<file path="src/rtl/seq_divider_pkg.sv">
// Shared types and constants for the sequential restoring divider.
package seq_divider_pkg;

    typedef enum logic [1:0] {
        IDLE = 2'd0,
        CALC = 2'd1,
        FIN  = 2'd2
    } div_state_t;

    // Bit positions inside the 4-bit NZCV flag vector
    localparam int FLAG_N = 3;
    localparam int FLAG_Z = 2;
    localparam int FLAG_C = 1;
    localparam int FLAG_V = 0;

endpackage

</file>
<file path="src/rtl/seq_divider_step.sv">
// One restoring-division step: shift in a dividend bit, then trial-subtract the divisor.
module div_step #(
    parameter int N = 8
) (
    input  logic [N-1:0] i_rem,
    input  logic [N-1:0] i_divisor,
    input  logic         i_bit,
    output logic [N-1:0] o_rem,
    output logic         o_qbit
);

    // The shifted remainder keeps its top bit: with a divisor above 2^(N-1)
    // the partial remainder can need N+1 bits before the subtraction.
    logic [N:0]   w_shift;
    logic [N+1:0] w_diff;

    assign w_shift = {i_rem, i_bit};

    // Extra MSB of the difference acts as the borrow (shift < divisor)
    assign w_diff  = {1'b0, w_shift} - {2'b00, i_divisor};
    assign o_qbit  = ~w_diff[N+1];

    // When no subtraction happens, shift < divisor so it fits in N bits
    assign o_rem   = o_qbit ? w_diff[N-1:0] : w_shift[N-1:0];

endmodule

</file>
<file path="src/rtl/seq_divider.sv">
// Multi-cycle restoring divider: one quotient bit per clock, signed/unsigned,
// with divide-by-zero and signed-overflow trapping and NZCV flag output.
module seq_divider
    import seq_divider_pkg::*;
#(
    parameter int N = 8
) (
    input  logic         clk,
    input  logic         rst_n,
    input  logic         start,
    input  logic         is_signed,
    input  logic [N-1:0] a,
    input  logic [N-1:0] b,
    output logic         busy,
    output logic         done,
    output logic [N-1:0] q,
    output logic [N-1:0] r,
    output logic [3:0]   flags
);

    localparam int           CW    = (N > 2) ? $clog2(N) : 1;
    localparam logic [N-1:0] W_MIN = {1'b1, {(N-1){1'b0}}};
    localparam logic [N-1:0] W_ONE = {{(N-1){1'b0}}, 1'b1};

    div_state_t    r_state;
    logic          r_sgn, r_sa, r_sb, r_div0;
    logic [N-1:0]  r_dvd, r_dvs, r_araw, r_rem, r_quo;
    logic [CW-1:0] r_cnt;
    logic          r_busy, r_done;
    logic [N-1:0]  r_q, r_r;
    logic [3:0]    r_flags;

    logic          w_a_neg, w_b_neg;
    logic [N-1:0]  w_a_mag, w_b_mag;
    logic [N-1:0]  w_rem_nxt;
    logic          w_qbit;
    logic          w_ovf;
    logic [N-1:0]  w_q_fin, w_r_fin;
    logic [3:0]    w_flags_fin;

    // Operand magnitudes; -2^(N-1) maps onto its unsigned N-bit magnitude
    assign w_a_neg = is_signed & a[N-1];
    assign w_b_neg = is_signed & b[N-1];
    assign w_a_mag = w_a_neg ? (~a + W_ONE) : a;
    assign w_b_mag = w_b_neg ? (~b + W_ONE) : b;

    div_step #(.N(N)) u_step (
        .i_rem     (r_rem),
        .i_divisor (r_dvs),
        .i_bit     (r_dvd[r_cnt]),
        .o_rem     (w_rem_nxt),
        .o_qbit    (w_qbit)
    );

    // The only signed case whose magnitude quotient does not fit: -2^(N-1) / -1
    assign w_ovf = r_sgn & r_sa & r_sb & (r_dvd == W_MIN) & (r_dvs == W_ONE);

    // Final result: sign correction, div-by-zero substitution and flags
    always_comb begin
        w_q_fin     = r_quo;
        w_r_fin     = r_rem;
        w_flags_fin = '0;
        if (r_div0) begin
            w_q_fin = '1;
            w_r_fin = r_araw;
        end else begin
            if (r_sa ^ r_sb) w_q_fin = ~r_quo + W_ONE;
            if (r_sa)        w_r_fin = ~r_rem + W_ONE;
        end
        w_flags_fin[FLAG_N] = w_q_fin[N-1];
        w_flags_fin[FLAG_Z] = (w_q_fin == '0);
        w_flags_fin[FLAG_C] = 1'b0;
        w_flags_fin[FLAG_V] = r_div0 | w_ovf;
    end

    // Control FSM with registered busy/done and result registers
    always_ff @(posedge clk or negedge rst_n) begin
        if (!rst_n) begin
            r_state <= IDLE;
            r_sgn   <= 1'b0;
            r_sa    <= 1'b0;
            r_sb    <= 1'b0;
            r_div0  <= 1'b0;
            r_dvd   <= '0;
            r_dvs   <= '0;
            r_araw  <= '0;
            r_rem   <= '0;
            r_quo   <= '0;
            r_cnt   <= '0;
            r_busy  <= 1'b0;
            r_done  <= 1'b0;
            r_q     <= '0;
            r_r     <= '0;
            r_flags <= '0;
        end else begin
            r_done <= 1'b0;
            case (r_state)
                IDLE: begin
                    if (start) begin
                        r_sgn  <= is_signed;
                        r_sa   <= w_a_neg;
                        r_sb   <= w_b_neg;
                        r_dvd  <= w_a_mag;
                        r_dvs  <= w_b_mag;
                        r_araw <= a;
                        r_rem  <= '0;
                        r_quo  <= '0;
                        r_cnt  <= CW'(N-1);
                        r_busy <= 1'b1;
                        r_div0 <= (b == '0);
                        r_state <= (b == '0) ? FIN : CALC;
                    end
                end
                CALC: begin
                    r_rem <= w_rem_nxt;
                    r_quo <= {r_quo[N-2:0], w_qbit};
                    r_cnt <= r_cnt - 1'b1;
                    if (r_cnt == '0) r_state <= FIN;
                end
                FIN: begin
                    r_q     <= w_q_fin;
                    r_r     <= w_r_fin;
                    r_flags <= w_flags_fin;
                    r_done  <= 1'b1;
                    r_busy  <= 1'b0;
                    r_state <= IDLE;
                end
                default: r_state <= IDLE;
            endcase
        end
    end

    assign busy  = r_busy;
    assign done  = r_done;
    assign q     = r_q;
    assign r     = r_r;
    assign flags = r_flags;

endmodule
</file>
<file path="config.mk">
export PLATFORM = sky130hd
export DESIGN_NAME = seq_divider
export DESIGN_NICKNAME = d
export VERILOG_FILES = /design/src/rtl/seq_divider_pkg.sv /design/src/rtl/seq_divider_step.sv /design/src/rtl/seq_divider.sv
export SDC_FILE = /design/constraint.sdc
export NUM_CORES = 1
export LEC_CHECK = 0
export CAP_MARGIN = 20
export CORE_UTILIZATION = 60
export CTS_BUF_LIST = sky130_fd_sc_hd__clkbuf_16
export DETAILED_ROUTE_END_ITERATION = 10
export PLACE_DENSITY_LB_ADDON = 0.05
export SYNTH_ARGS = -nofsm -noshare
export SYNTH_HDL_FRONTEND = slang
export SYNTH_HIERARCHICAL = 1
export SYNTH_SLANG_ARGS = --single-unit
</file>
<file path="constraint.sdc">
create_clock -name clk -period 5.2 [get_ports clk]
set_clock_uncertainty 0.05 [all_clocks]
set_input_delay 0.78 -clock clk [delete_from_list [all_inputs] [get_ports clk]]
set_output_delay 0.78 -clock clk [all_outputs]
set_load 0.02 [all_outputs]
</file>
## Word-level counts from Yosys, hierarchy flattened

Cells that the tools add are included.
Widths: inputs -> output; s select.

| word-level totals | value |
|---|---|
| output and inout bits | 22 |
| register bits | 70 |
| input bits | 20 |

| operators by class | value |
|---|---|
| add/subtract/negate cells | 6 |
| muxes and demuxes | 21 |
| bitwise logic cells | 13 |
| equal/unequal tests | 6 |
| magnitude comparators | 1 |
| reductions and logical operators | 10 |

Operators with widths:

| kind | count |
|---|---|
| $mux 8 | 8 |
| $add 8x1->8 const B | 4 |
| $not 8->8 | 4 |
| $pmux 8 s2 | 2 |
| $logic_not 8->1 | 2 |
| $sub 9x8->10 | 1 |
| $eq 8x1->1 const B | 1 |
| $eq 8x8->1 const B | 1 |
| $reduce_and 2->1 | 4 |
| $and 1x1->1 | 6 |
| $mux 2 | 3 |
| $pmux 3 s2 | 1 |
| $lt 3x4->1 const B | 1 |
| $ne 2x2->1 const B | 2 |
| $pmux 2 s2 | 1 |
| $reduce_bool 2->1 | 2 |
| $bmux 1 s3 | 1 |
| $logic_not 3->1 | 1 |
| $mux 1 | 3 |
| $mux 3 | 1 |
| $sub 3x1->3 const B | 1 |
| $eq 2x1->1 const B | 1 |
| $eq 2x2->1 const B | 1 |
| $logic_not 2->1 | 1 |
| other kinds (4) | 4 |

## Longest topological paths before layout

| logic depth | value |
|---|---|
| depth in word-level cells | 5 |
| gate-level depth with buffers | 11 |

## By module

Netlist, hierarchy kept.

Modules (own cells, without submodules):

| module | instances | area each (um^2) | cells an instance | sequential area each (um^2) |
|---|---|---|---|---|
| seq_divider | 1 | 3,372.0 | 355 | 1,701.6 |
| div_step | 1 | 496.7 | 60 | 0.0 |

## Least setup slack after synthesis

No wires, ideal clock.

| timing | value |
|---|---|
| path kind | reg2reg |
| start | register r_cnt[1] |
| end | register r_rem[6] |
| path slack | 2,538 ps |
| arrival | 2,492 ps |
| buffers on the path | 0 |
| cell stages (with the launch flop) | 12 |
| library setup time | 121 ps |
| cells stage by stage | dfrtp_1 -> mux4_2 -> mux2_2 -> inv_1 -> ha_1 -> fa_1 -> nor2b_1 -> o31a_1 -> mux2i_1 -> nand2_1 -> mux2_4 -> a22o_1 |

| between the ends | value |
|---|---|
| longest elaborated chain between the ends | 5 |

Ends and longest elaborated chain:

| item | RTL line | text |
|---|---|---|
| from (decl) | seq_divider.sv:28 | `logic [CW-1:0] r_cnt;` |
| from (signal assigned) | seq_divider.sv:108 | `r_cnt <= CW'(N-1);` |
| from (signal assigned) | seq_divider.sv:117 | `r_cnt <= r_cnt - 1'b1;` |
| $bmux 1 s3 | seq_divider.sv:50 | `.i_bit (r_dvd[r_cnt]),` |
| $mux 1 (not written as such) | seq_divider.sv:50 |  |
| $sub 9x8->10 | seq_divider_step.sv:20 | `assign w_diff = {1'b0, w_shift} - {2'b00, i_divisor};` |
| $mux 8 | seq_divider_step.sv:24 | `assign o_rem = o_qbit ? w_diff[N-1:0] : w_shift[N-1:0];` |
| net w_rem_nxt[6] | seq_divider.sv:35 | `logic [N-1:0] w_rem_nxt;` |
| $pmux 8 s2 | seq_divider.sv:97 | `case (r_state)` |
| to (signal assigned) | seq_divider.sv:115 | `r_rem <= w_rem_nxt;` |
| to (decl) | seq_divider.sv:27 | `logic [N-1:0] r_dvd, r_dvs, r_araw, r_rem, r_quo;` |

The timed path passes the listed nets, and every way through them passes these cells. The select of a mux whose other input is x is not followed.
A chain may end at the register's enable or synchronous reset.

## Worst setup path after layout

Ends and elaborated chain as after synthesis.

==> metrics.yaml <==
status:
  status: "completed"
die:
  coreArea_sq_um: 6060
  start_util_pct: 63.8
  fp.dieArea_sq_um: 6770
  rows: 28
  die_y_um: 82.3
  io-pin-count: 42
  die_w_um: 82.3
critical_path:
  cp.required_ns: 5.36
  slowest_delay_ns: 0.51
  critPathMaxFanout: 3
  cp.arrival_ns: 3.07
  cp-start-kind: "flip-flop"
  setup.worst_path.end_class: "flip-flop"
  crit_slowest_cell: "mux4_2"
  criticalPathCategory: "reg2reg"
  cp_cell_sequence: "mux4_2, mux2_2, inv_1, ha_1, fa_1, nor2b_1, o31a_1, mux2i_1, nand2_1, mux2_4, a22o_1"
  cpLargestDelayFamily: "multiplexers"
  cp_num_buf_inv: 1
clock_tree:
  clkSinkCount: 68
  cts_setup_buffers: 0
  cts_tree: "built"
  numCtsBuffers: 9
  ctsResizeCount: 0
  clk_pin_slew_ns: 0.06
  ctsHtreeMaxLevel: 3
  cts_root_buffer: "clkbuf_16"
  hold_buffers: 0
  cts_max_path_buffers: 2
  clkLatencyLatePin_ns: 0.33
synthesis:
  synth-simple-area-share_pct: 18.2
  synth_common_cells: "71 x nand2_1, 68 x dfrtp_1, 33 x nor2_1, 30 x o21ai_1, 25 x inv_1"
  syn-cell-area_sq_um: 3870
  synth-seq-cells: 68
  synth_edf_count: 0
  syn_area_per_cell_sq_um: 9.32
  synth_top_area_share_pct: 44.0
  yosys.area.top_type: "dfrtp_1"
  synth.distinct_cells: 61
  synthFlopType: "dfrtp_1"
  netlist_top_cells_area: "dfrtp_1 44%, nand2_1 6.9%, ha_1 4.5%"
  synthAdderAreaFrac_pct: 5.05
  yosys_warnings: 6
  synth-xor-area-share_pct: 6.31
  synth_compound_area_share_pct: 15.1
  synthesis.nets: 450
  async_flop_share_pct: 100
  synth_most_common_cell: "nand2_1"
  synth_seq_area_share_pct: 44.0
  synthMuxAreaShare_pct: 6.79
  synth_top_family_by_area: "simple AND/OR/NAND/NOR gates"
  synthCells: 415
timing:
  setup_ws_ns: 2.29
  final.min_clock_period_ns: 2.91
  fin_setup_tns_ns: 0
  finalHoldViolCount: 0
  relSlewSlack_pct: 31.8
  post-route-period-util_pct: 56.0
  fmax_ghz: 0.344
  tightestPinTransition_ns: 1.02
  final-setup-viol-count: 0
  rsz0062_at_grt: "no"
  finalMaxSlewViolations: 0
drt:
  num_vias: 3038
  viasPerCell: 5.70
  drtAntennaViolNets: 0
  drt-total-wl_um: 8330
  drt_first_pass_iters: 4
  drc: 0
  drt_iter0_markers: 216
  wire_per_inst_um: 15.6
final_layout:
  fin_nets: 488
  area_growth_pct: 19.1
  num-fill-cells: 449
  drive_above_1_share_pct: 9.39
  diodes: 0
  layout.cells.non_filler: 533
global_route:
  grt_max_degree: 69
  overflow: 0
  grt_pass1_vias: 2909
  grt_pass1_wl_um: 13800
  grt.total_usage_pct: 27.6
  antenna_found_initial: 0
pwr:
  p_leak_nw: 2.09
  power_mw: 3.35
  vdd_drop_max_uv: 409
  p_per_area_nw_per_um2: 727
placed_design:
  post-place-ws_ns: 2.31
  hpwl_um: 5920
  portBuffers: 40
  gp_congestion: 0.778
  dp_cells: 517
flow_run:
  maxCapViolCount: 0
min_path:
  min_path_type: "reg2reg"
-- through the flow --
| stage | cell area, sq um | hold slack, ns | utilization, % |
|---|---|---|---|
| 2_1_floorplan | 3870 | 0.387 | - |
| 3_3_place_gp | 4320 | 0.411 | 71.2 |
| 3_5_place_dp | 4320 | 0.424 | 71.2 |
| 4_1_cts | 4610 | 0.434 | 76.0 |
| 5_1_grt | 4610 | 0.455 | 76.0 |
| 6_report | 4610 | 0.434 | 76.0 |
-- cells in the final DEF (no fill, tap or decap), types with 5 or more instances in the layout --
master and instances:
dfrtp_1 68, a22o_1 11, xnor2_1 20, nor2_1 33
a21oi_1 18, clkdlybuf4s50_1 39, nor2b_1 6, nor3_1 8
nand2_1 71, xor2_1 6, clkbuf_16 9, mux2_4 5
nand3_1 7, mux2i_1 12, inv_1 26, ha_1 14
o21ai_1 30, o21ai_0 5
-- cell families after synthesis --
| group | count (synthesis) |
|---|---|
| other | 1 |
| AO/OA/AOI/OAI | 89 |
| flip-flops | 68 |
| buffers and inverters | 43 |
| adder cells (fa/ha/maj) | 15 |
| XOR/XNOR | 27 |
| AND/OR/NAND/NOR | 151 |
| multiplexers | 21 |
-- state kept, by name, indices dropped and copies added (netlist names) --
register  count
r_sb          1
r_cnt         3
r_state       2
r_rem         8
r_dvs         8
r             8
r_sgn         1
done          1
busy          1
r_div0        1
r_dvd         8
r_sa          1
flags         2
q             8
r_araw        7
r_quo         8
-- worst register-to-register path: stages (launching register included) --
cell and delay (ns):
dfrtp_1 0.41, mux4_2 0.51, mux2_2 0.28, inv_1 0.07, ha_1 0.18, fa_1 0.22
nor2b_1 0.07, o31a_1 0.28, mux2i_1 0.16, nand2_1 0.07, mux2_4 0.27, a22o_1 0.21
-- worst paths after layout --
| check | start | end | slack, ns | cells after the start |
|---|---|---|---|---|
| worst min-delay path | r[7]$_DFFE_PN0P_ | r[7]$_DFFE_PN0P_ | 0.43 | 2 |
| max in group asynchronous | rst_n | r_araw[4]$_DFFE_PN0P_ | 3.98 | 2 |
| worst max register to register | r_cnt[1]$_DFFE_PN0P_ | r_rem[6]$_DFFE_PN0P_ | 2.29 | 11 |
| worst max-delay path | r_cnt[1]$_DFFE_PN0P_ | r_rem[6]$_DFFE_PN0P_ | 2.29 | 11 |
| min in group asynchronous | rst_n | r_quo[6]$_DFFE_PN0P_ | 0.59 | 2 |
| worst min register to register | r[7]$_DFFE_PN0P_ | r[7]$_DFFE_PN0P_ | 0.43 | 2 |
-- per-layer routing --
| metal | routed length (um) | vias up | track usage, % |
|---|---|---|---|
| li1 | - | 1500 | - |
| met1 | 3670 | 1452 | 35.0 |
| met2 | 4210 | 73 | 46.8 |
| met3 | 308 | 13 | 4.18 |
| met4 | 149 | 0 | 11.6 |
| met5 | 0 | - | 0 |
-- final cells by class --
type / count / area [sq um] / area share, %
Tap cell: 75 / 93.8 / 2.04
Clock inverter: 7 / 67.6 / 1.47
Multi-Input combinational cell: 304 / 2000 / 43.3
Sequential cell: 68 / 1700 / 36.9
Clock buffer: 9 / 225 / 4.89
Timing Repair Buffer: 44 / 425 / 9.23
Inverter: 26 / 97.6 / 2.12
-- report_power, final --
part | leakage (nW) | internal, mW | switching (mW) | total [mW]
clock | 0.145 | 0.369 | 0.223 | 0.592
combinational | 1.09 | 0.865 | 0.866 | 1.73
sequential | 0.859 | 0.766 | 0.263 | 1.03
Note: power is estimated with default switching activity, not from simulation.
